### src/rtl/mc_ctrl.sv
`default_nettype none
// ============================================================================
//  Module   : mc_ctrl
//  Purpose  : Multi-cycle MIPS-subset controller. A six-state FSM
//             (IF/DCD/EXE/MEM/WB/BR) sequences each instruction and
//             decodes it into datapath control strobes. It also counts
//             retired instructions.
//  Ports    : clk, rst           - clock, synchronous active-high reset
//             instr[31:0]        - instruction register contents
//             zero               - ALU equality flag (used in BR)
//             irwr, pcwr, rfwr,
//             dmwr               - write enables
//             npc_op, regdst,
//             alusrc, aluop,
//             extop, wbsel       - datapath selects
//             state[2:0]         - current FSM state
//             retired[31:0]      - completed-instruction count
//  Revision : 1.0  initial release
// ============================================================================
module mc_ctrl (
  input  logic        clk,
  input  logic        rst,
  input  logic [31:0] instr,
  input  logic        zero,
  output logic        irwr,
  output logic        pcwr,
  output logic [1:0]  npc_op,
  output logic        rfwr,
  output logic [1:0]  regdst,
  output logic        alusrc,
  output logic [1:0]  aluop,
  output logic [1:0]  extop,
  output logic        dmwr,
  output logic [1:0]  wbsel,
  output logic [2:0]  state,
  output logic [31:0] retired
);

  typedef enum logic [2:0] {
    S_IF  = 3'd0,
    S_DCD = 3'd1,
    S_EXE = 3'd2,
    S_MEM = 3'd3,
    S_WB  = 3'd4,
    S_BR  = 3'd5
  } state_t;

  state_t      state_q, state_d;
  logic [31:0] retired_q, retired_d;

  // --------------------------------------------------------------------------
  // Instruction decode
  // --------------------------------------------------------------------------
  logic [5:0] op;
  logic [5:0] funct;
  logic       is_rtype;
  logic       is_addu, is_subu, is_jr;
  logic       is_ori, is_lw, is_sw, is_beq, is_lui, is_j, is_jal;
  logic       is_alu_group;   // instructions that go through EXE then WB
  logic       unused_instr_bits;

  assign op       = instr[31:26];
  assign funct    = instr[5:0];
  assign is_rtype = (op == 6'b000000);
  assign is_addu  = is_rtype && (funct == 6'b100001);
  assign is_subu  = is_rtype && (funct == 6'b100011);
  assign is_jr    = is_rtype && (funct == 6'b001000);
  assign is_ori   = (op == 6'b001101);
  assign is_lw    = (op == 6'b100011);
  assign is_sw    = (op == 6'b101011);
  assign is_beq   = (op == 6'b000100);
  assign is_lui   = (op == 6'b001111);
  assign is_j     = (op == 6'b000010);
  assign is_jal   = (op == 6'b000011);
  assign is_alu_group = is_addu || is_subu || is_ori || is_lui;

  // Register fields are consumed by the datapath, not by the controller.
  assign unused_instr_bits = ^instr[25:6];

  // --------------------------------------------------------------------------
  // State and retire-counter registers
  // --------------------------------------------------------------------------
  always_ff @(posedge clk) begin
    if (rst) begin
      state_q   <= S_IF;
      retired_q <= 32'd0;
    end else begin
      state_q   <= state_d;
      retired_q <= retired_d;
    end
  end

  // --------------------------------------------------------------------------
  // Next-state and output decode
  // --------------------------------------------------------------------------
  // ALU controls are shared by EXE and WB so the ALU result stays stable
  // while it is being written back.
  logic [1:0] alu_aluop;
  logic       alu_alusrc;
  logic [1:0] alu_extop;

  always_comb begin
    alu_aluop  = 2'b00;
    alu_alusrc = 1'b0;
    alu_extop  = 2'b00;
    if (is_subu) begin
      alu_aluop = 2'b01;
    end else if (is_ori) begin
      alu_aluop  = 2'b10;
      alu_alusrc = 1'b1;
      alu_extop  = 2'b00;
    end else if (is_lui) begin
      alu_aluop  = 2'b10;
      alu_alusrc = 1'b1;
      alu_extop  = 2'b10;
    end else if (is_lw || is_sw) begin
      alu_aluop  = 2'b00;
      alu_alusrc = 1'b1;
      alu_extop  = 2'b01;
    end
  end

  logic irwr_raw, pcwr_raw, rfwr_raw, dmwr_raw;

  always_comb begin
    state_d  = S_IF;
    irwr_raw = 1'b0;
    pcwr_raw = 1'b0;
    rfwr_raw = 1'b0;
    dmwr_raw = 1'b0;
    npc_op   = 2'b00;
    regdst   = 2'b00;
    alusrc   = 1'b0;
    aluop    = 2'b00;
    extop    = 2'b00;
    wbsel    = 2'b00;

    case (state_q)
      S_IF: begin
        irwr_raw = 1'b1;
        pcwr_raw = 1'b1;
        npc_op   = 2'b00;
        state_d  = S_DCD;
      end

      S_DCD: begin
        if (is_j) begin
          pcwr_raw = 1'b1;
          npc_op   = 2'b10;
          state_d  = S_IF;
        end else if (is_jal) begin
          pcwr_raw = 1'b1;
          npc_op   = 2'b10;
          rfwr_raw = 1'b1;
          regdst   = 2'b10;
          wbsel    = 2'b10;
          state_d  = S_IF;
        end else if (is_jr) begin
          pcwr_raw = 1'b1;
          npc_op   = 2'b11;
          state_d  = S_IF;
        end else if (is_beq) begin
          state_d = S_BR;
        end else if (is_alu_group || is_lw || is_sw) begin
          state_d = S_EXE;
        end else begin
          state_d = S_IF;   // unknown: dropped, but still retired
        end
      end

      S_EXE: begin
        aluop  = alu_aluop;
        alusrc = alu_alusrc;
        extop  = alu_extop;
        if (is_lw || is_sw) begin
          state_d = S_MEM;
        end else if (is_alu_group) begin
          state_d = S_WB;
        end else begin
          state_d = S_IF;
        end
      end

      S_MEM: begin
        if (is_sw) begin
          dmwr_raw = 1'b1;
          state_d  = S_IF;
        end else if (is_lw) begin
          state_d = S_WB;
        end else begin
          state_d = S_IF;
        end
      end

      S_WB: begin
        rfwr_raw = 1'b1;
        aluop    = alu_aluop;
        alusrc   = alu_alusrc;
        extop    = alu_extop;
        if (is_rtype) begin
          regdst = 2'b01;
          wbsel  = 2'b00;
        end else if (is_lw) begin
          regdst = 2'b00;
          wbsel  = 2'b01;
        end else begin
          regdst = 2'b00;
          wbsel  = 2'b00;
        end
        state_d = S_IF;
      end

      S_BR: begin
        aluop    = 2'b01;
        alusrc   = 1'b0;
        npc_op   = 2'b01;
        pcwr_raw = zero;
        state_d  = S_IF;
      end

      default: begin
        // Encodings 6 and 7: drive nothing and recover to fetch.
        state_d = S_IF;
      end
    endcase
  end

  // An instruction retires on the edge that returns the FSM to fetch.
  always_comb begin
    retired_d = retired_q;
    if ((state_d == S_IF) && (state_q != S_IF)) begin
      retired_d = retired_q + 32'd1;
    end
  end

  // Write enables are gated by reset so no stray write occurs while the
  // FSM is being forced back to fetch.
  assign irwr = irwr_raw & ~rst;
  assign pcwr = pcwr_raw & ~rst;
  assign rfwr = rfwr_raw & ~rst;
  assign dmwr = dmwr_raw & ~rst;

  assign state   = state_q;
  assign retired = retired_q;

endmodule
`default_nettype wire

### config.mk
export PLATFORM = sky130hd
export DESIGN_NAME = mc_ctrl
export DESIGN_NICKNAME = d
export VERILOG_FILES = /design/src/rtl/mc_ctrl.sv
export SDC_FILE = /design/constraint.sdc
export NUM_CORES = 1
export LEC_CHECK = 0
export BUFFER_PORTS_ARGS = -buffer_cell sky130_fd_sc_hd__buf_2
export CELL_PAD_IN_SITES_DETAIL_PLACEMENT = 0
export CELL_PAD_IN_SITES_GLOBAL_PLACEMENT = 2
export CORE_MARGIN = 2
export CORE_UTILIZATION = 27
export DETAILED_ROUTE_END_ITERATION = 16
export HOLD_SLACK_MARGIN = 0.08
export PLACE_DENSITY = 0.89
export SLEW_MARGIN = 20
export SYNTH_ARGS = -nofsm -noshare
export SYNTH_HDL_FRONTEND = slang
export SYNTH_SLANG_ARGS = --single-unit
### constraint.sdc
create_clock -name clk -period 2.5 [get_ports clk]
set_input_delay 0.5 -clock clk [delete_from_list [all_inputs] [get_ports clk]]
set_output_delay 0.5 -clock clk [all_outputs]
set_load 0.005 [all_outputs]
Word level (Yosys, flattened, before mapping). Index checks and enable logic that the tools add are counted.

Register bits: 35. Bits in latches: 0. RAM bits: 0. Bits in read-only memories: 0. Input port bits: 35. Output and inout bits: 50. Word-level logic and storage cells: 83. Memories: 0.

Add/sub/neg operators: 1. Multiply operators: 0. Div/mod/pow operators: 0. $lt $le $gt $ge: 0. Equality and inequality tests: 15. Shifts and indexed selects: 0. Muxes and demuxes: 45. Bitwise operators: 5. Reductions and logical operators: 15.

Operators with widths (count): adder 32 x 1 -> 32 bit, second input constant (1); two-way mux 2 bit (13); equality test 6 bit, second input constant (4); two-way mux 3 bit (8); equality test 6 x 4 -> 1 bit, second input constant (3); two-way mux 1 bit (17); case mux 2 bit (2 select lines) (4); equality test 6 x 2 -> 1 bit, second input constant (2); case mux 3 bit (4 select lines) (1); equality test 3 x 2 -> 1 bit, second input constant (2); equality test 3 bit, second input constant (2); equality test 6 x 3 -> 1 bit, second input constant (1); logical NOT 3 bit (2); logical NOT 6 bit (1); logical OR 1 bit (6); AND 1 bit (4); logical AND 1 bit (4); equality test 3 x 1 -> 1 bit, second input constant (1); case mux 1 bit (3 select lines) (1); nonzero test 3 bit (1); case mux 1 bit (2 select lines) (1); OR reduction 2 bit (1); NOT 1 bit (1).

Logic depth before layout (Yosys ltp).
Word-level depth: 15. Mapped depth: 9. Mapped depth without buffers: 6.

Worst setup path before layout. No wires, ideal clock.

Path type: input -> output. Start point: in instr[29]. End point: out alusrc. Data arrival time: 1694 ps. Required time: 2000 ps. Slack: 306 ps. Cell stages on the path: 6. Path buffers: 0. Path through: nor3_4 and4_1 a21oi_1 a21boi_0 nor2b_1 or2_2.

Cells in the longest elaborated chain, start to end: 7.

RTL lines: from (decl) (line 23) `input logic [31:0] instr,`; equality test 6 bit, on equally long branches (line 69, 70); logical OR 1 bit (line 116) `end else if (is_lw || is_sw) begin`; two-way mux 1 bit (line 116); two-way mux 1 bit (line 112) `end else if (is_lui) begin`; two-way mux 1 bit (line 108) `end else if (is_ori) begin`; two-way mux 1 bit (*) (line 106) `if (is_subu) begin`; two-way mux 1 bit (*) (line 138) `case (state_q)`; to (decl) (line 30) `output logic alusrc,`.

Mark *: on every way between the ends. The rest lies on a longest branch, timed or not.

Worst setup path in the final report.
Start point: in instr[26]. End point: out alusrc.

The elaborated chain is that of the path after synthesis.

==> metrics.log <==
INFO  metric outcome = finished clean
INFO  metric dominantRegCellSynth = sky130_fd_sc_hd__dfxtp_1
INFO  metric static-leakage-power = 1.06 nW
INFO  metric ys_seq_area_share = between 30% and 40%
INFO  metric std_cell_rows = 32
INFO  metric synth_edf_count = 0
INFO  metric postSynthAreaPerCell = ~8.1 um2
INFO  metric routed_wire_length_per_instance = about 14 um
INFO  metric hpwl_dp = 4.41 mm
INFO  metric clk-insertion-delay-late = 0.29 ns
INFO  metric mappedNetlistArea = 2160 um2
INFO  metric dpl_cell_area = 2660 um2
INFO  metric final_min_period_over_clock_period = 97.2%
INFO  metric antenna_cells = 0
INFO  metric n_fill_cell = 831
INFO  metric cts.repair_timing.setup_buffer_count = 0
INFO  metric crit_path_top_delay_cell = sky130_fd_sc_hd__or2_2
INFO  metric gp_congestion = roughly 0.84
INFO  metric drv_cap = 0
INFO  metric total_power = 0.00120 W
INFO  metric worst-path-max-fanout = 4
INFO  metric floorplan.initialDensity = 28.0%
INFO  metric ios = 85
INFO  metric port_buffers = 64
INFO  metric clock_tree_from_tritoncts = yes
INFO  metric postSynth.asyncResetShare = 0%
INFO  metric clock_tree.buffer_depth = 2
INFO  metric final_tns_setup = 0 ns
INFO  metric seqCellArea = 701 um2
INFO  metric cts_made_buffers = 5
INFO  metric min_path_type = reg -> reg
INFO  metric reg2reg_slack = between 0.3 and 0.4 ns
INFO  metric grt_pass1_vias = 2116
INFO  metric die-area = 8750 um2
INFO  metric critical_path.cell_chain = buf_2, nor3_1, buf_4, and4_1, a21oi_1, a21boi_2, nor2b_2, or2_2, buf_2
INFO  metric crit_path_end_kind = output pin
INFO  metric maxSlewViolCount = 0
INFO  metric final_cell_area_excluding_filler_cells = 2770 um2
INFO  metric syn2layout_area_growth = 27.9%
INFO  metric yosys.cell_types.count = between 40 and 50
INFO  metric synth-seq-cells = 35
INFO  metric core_outline_area = 7730 um2
INFO  metric via_per_instance_ratio = 5.36
INFO  metric fmax = around 0.4 GHz
INFO  metric period_needed = 2.43 ns
INFO  metric global_route.usage.total = 14.2%
INFO  metric cts.clk_slew.worst_paths = about 0.070 ns
INFO  metric worstSetupStartpoint = instr[26]
INFO  metric route.detailed.drc = 0
INFO  metric ir_worst_vdd = 0.287 mV
INFO  metric totalWireLength = about 6.1 mm
INFO  metric least_margin_pin_slew = 0.524 ns
INFO  metric regToRegEndpoint = retired[16]
INFO  metric grt_antenna_before_repair = 0
INFO  metric crit_end = alusrc
INFO  metric finalHoldViolations = 0
INFO  metric timing.max_slew.rel_slack = 65.0%
INFO  metric total_placed_cells_including_tap_cells = 434
INFO  metric die_w = approximately 94 um
INFO  metric grt_pass1_wl = approximately 10 mm
INFO  metric critical_setup_path_class = in -> out
INFO  metric finish.net_count = 375
INFO  metric start_kind = input pin
INFO  metric synthesis.instances = approximately 270
INFO  metric synth.yosys.warnings = 0
INFO  metric postSynthNetCount = around 300
INFO  metric fin_worst_skew = 0.00864 ns
INFO  metric htreeDepth = 2
INFO  metric globalRoute.totalOverflow = 0
INFO  metric drt_iter0_markers = between 100 and 150
INFO  metric drtPass1Iterations = 4
INFO  metric die_height = roughly 94 um
INFO  metric path_delay_family = simple AND/OR/NAND/NOR gates
INFO  metric routed-via-count = 2363
INFO  metric cpMostUsedCell = sky130_fd_sc_hd__buf_2
INFO  metric cts_num_sinks = 35
INFO  metric grt_max_degree = 48
INFO  metric timing.critical_path.arrival = between 1.5 and 2 ns
INFO  metric finalSetupViolations = 0
INFO  metric rr_startpoint = state[0]
INFO  metric clk_root_buffer_cell = sky130_fd_sc_hd__clkbuf_8
INFO  metric crit_cells = 9
INFO  metric r2r_cells = 7
INFO  metric power_per_cell_area = 434 nW/um2
INFO  metric worst-endpoint-required = about 2.0 ns
INFO  metric holdWs = slightly below 0.5 ns
INFO  metric cpPeakStageDelay = approximately 0.28 ns
INFO  metric layout-drive-gt1-share = 29.8%
INFO  metric drt.antenna.violating_nets = 0
INFO  metric multiInputGateArea = 1340 um2
INFO  metric final-instance-count-excl-fill = 441
INFO  metric worstPathBufferInverterCount = 3
placed cells by master (no fill, tap or decap), drive strengths merged, types with 10 or more instances in the layout:
cell type  synthesis  layout
nand3             15      15
nand2             17      17
dfxtp             35      35
buf               11      84
nor3              11      11
nor2              13      13
or3               12      12
a21oi             32      32
or4               14      14
o31ai             14      14
nand4             10      10
o21ai             12      12
what timing repair did:
item	in CTS	in global routing
hold buffers	0	0
gates resized for setup	0	3
endpoints found under the setup margin	0	1
synth_stat cells, types with 2 or more instances:
| master | instances | share of area, % |
|---|---|---|
| sky130_fd_sc_hd__nor2_1 | 13 | 2.3 |
| sky130_fd_sc_hd__o21ai_1 | 7 | 1.6 |
| sky130_fd_sc_hd__o21a_1 | 7 | 2.4 |
| sky130_fd_sc_hd__dfxtp_1 | 35 | 32 |
| sky130_fd_sc_hd__o31ai_1 | 14 | 4.9 |
| sky130_fd_sc_hd__nor4_1 | 3 | 0.87 |
| sky130_fd_sc_hd__and3b_1 | 2 | 0.81 |
| sky130_fd_sc_hd__nor2b_1 | 2 | 0.58 |
| sky130_fd_sc_hd__buf_4 | 2 | 0.69 |
| sky130_fd_sc_hd__or4_1 | 14 | 4.9 |
| sky130_fd_sc_hd__o211ai_4 | 2 | 2.0 |
| sky130_fd_sc_hd__buf_2 | 3 | 0.69 |
| sky130_fd_sc_hd__buf_6 | 5 | 2.6 |
| sky130_fd_sc_hd__nand3_1 | 15 | 3.5 |
| sky130_fd_sc_hd__nand2_1 | 17 | 2.9 |
| sky130_fd_sc_hd__a31oi_1 | 3 | 0.87 |
| sky130_fd_sc_hd__and3_1 | 5 | 1.4 |
| sky130_fd_sc_hd__and2_1 | 4 | 1.2 |
| sky130_fd_sc_hd__nand4_1 | 10 | 2.9 |
| sky130_fd_sc_hd__nor3_1 | 10 | 2.3 |
| sky130_fd_sc_hd__nand2b_1 | 4 | 1.2 |
| sky130_fd_sc_hd__o31a_1 | 2 | 0.81 |
| sky130_fd_sc_hd__or3_1 | 12 | 3.5 |
| sky130_fd_sc_hd__o21ai_0 | 5 | 1.2 |
| sky130_fd_sc_hd__clkbuf_1 | 7 | 1.2 |
| sky130_fd_sc_hd__and4_1 | 8 | 3.2 |
| sky130_fd_sc_hd__a21oi_1 | 32 | 7.4 |
| sky130_fd_sc_hd__inv_1 | 3 | 0.52 |
| sky130_fd_sc_hd__nand4b_1 | 2 | 0.81 |
cell type report:
class | instances | share of cell area (%)
Clock buffer | 6 | 2.62
Clock inverter | 1 | 1.08
Inverter | 3 | 0.407
Multi-Input combinational cell | 210 | 48.5
Sequential cell | 35 | 25.3
Tap cell | 102 | 4.61
Timing Repair Buffer | 84 | 17.5
through the flow:
step,utilization (%),setup WS [ns]
floorplan,-,0.306
global placement,34.4,0.0139
detailed placement,34.4,0.0308
CTS,35.7,0.0186
global route,35.8,-0.00915
finish,35.8,0.0693
worst register-to-register path: stages (launching register included):
cell and delay, ns:
sky130_fd_sc_hd__dfxtp_1 0.53, sky130_fd_sc_hd__nand2b_1 0.28, sky130_fd_sc_hd__o211ai_4 0.12, sky130_fd_sc_hd__o22ai_4 0.16
sky130_fd_sc_hd__o211ai_4 0.12, sky130_fd_sc_hd__buf_12 0.18, sky130_fd_sc_hd__or4_1 0.53, sky130_fd_sc_hd__a21oi_1 0.16
how the worst min path moves through the flow:
stage,from,depth (start not counted),endpoint,slack (ns)
floorplan,retired[31],2,retired[31],0.47
global placement,retired[31],2,retired[31],0.47
detailed placement,retired[31],2,retired[31],0.47
CTS,retired[31],2,retired[31],0.48
global route,retired[31],2,retired[31],0.51
finish,retired[31],2,retired[31],0.48
per-layer routing:
| layer | up-vias | routed length (um) | GRT usage [%] |
|---|---|---|---|
| li1 | 1178 | - | - |
| met1 | 1112 | 2740 | 18.4 |
| met2 | 66 | 2870 | 23.2 |
| met3 | 7 | 385 | 3.22 |
| met4 | 0 | 72 | 4.83 |
| met5 | - | 0 | 0 |
report_power, final:
group / internal [W] / switching, W / total [W] / leakage [nW]
sequential: 0.000562 / 0.00000817 / 0.000571 / 0.282
combinational: 0.0000553 / 0.0000792 / 0.000135 / 0.725
clock: 0.000292 / 0.000204 / 0.000497 / 0.0513
registers in the layout, indices dropped and copies added, names as in the netlist:
signal / flops
state: 3
retired: 32
cells by family (layout without fill, tap and decap cells):
logic type	count (synthesis)	in the layout	share of synthesized area, %
xor+xnor	1	1	0.405
mux	1	1	0.462
buf+inv	21	94	5.90
fa+ha+maj	1	1	0.578
compound gates	81	81	25.5
flops	35	35	32.4
simple gates	126	126	34.8
Power figures use the tool's default switching activity.
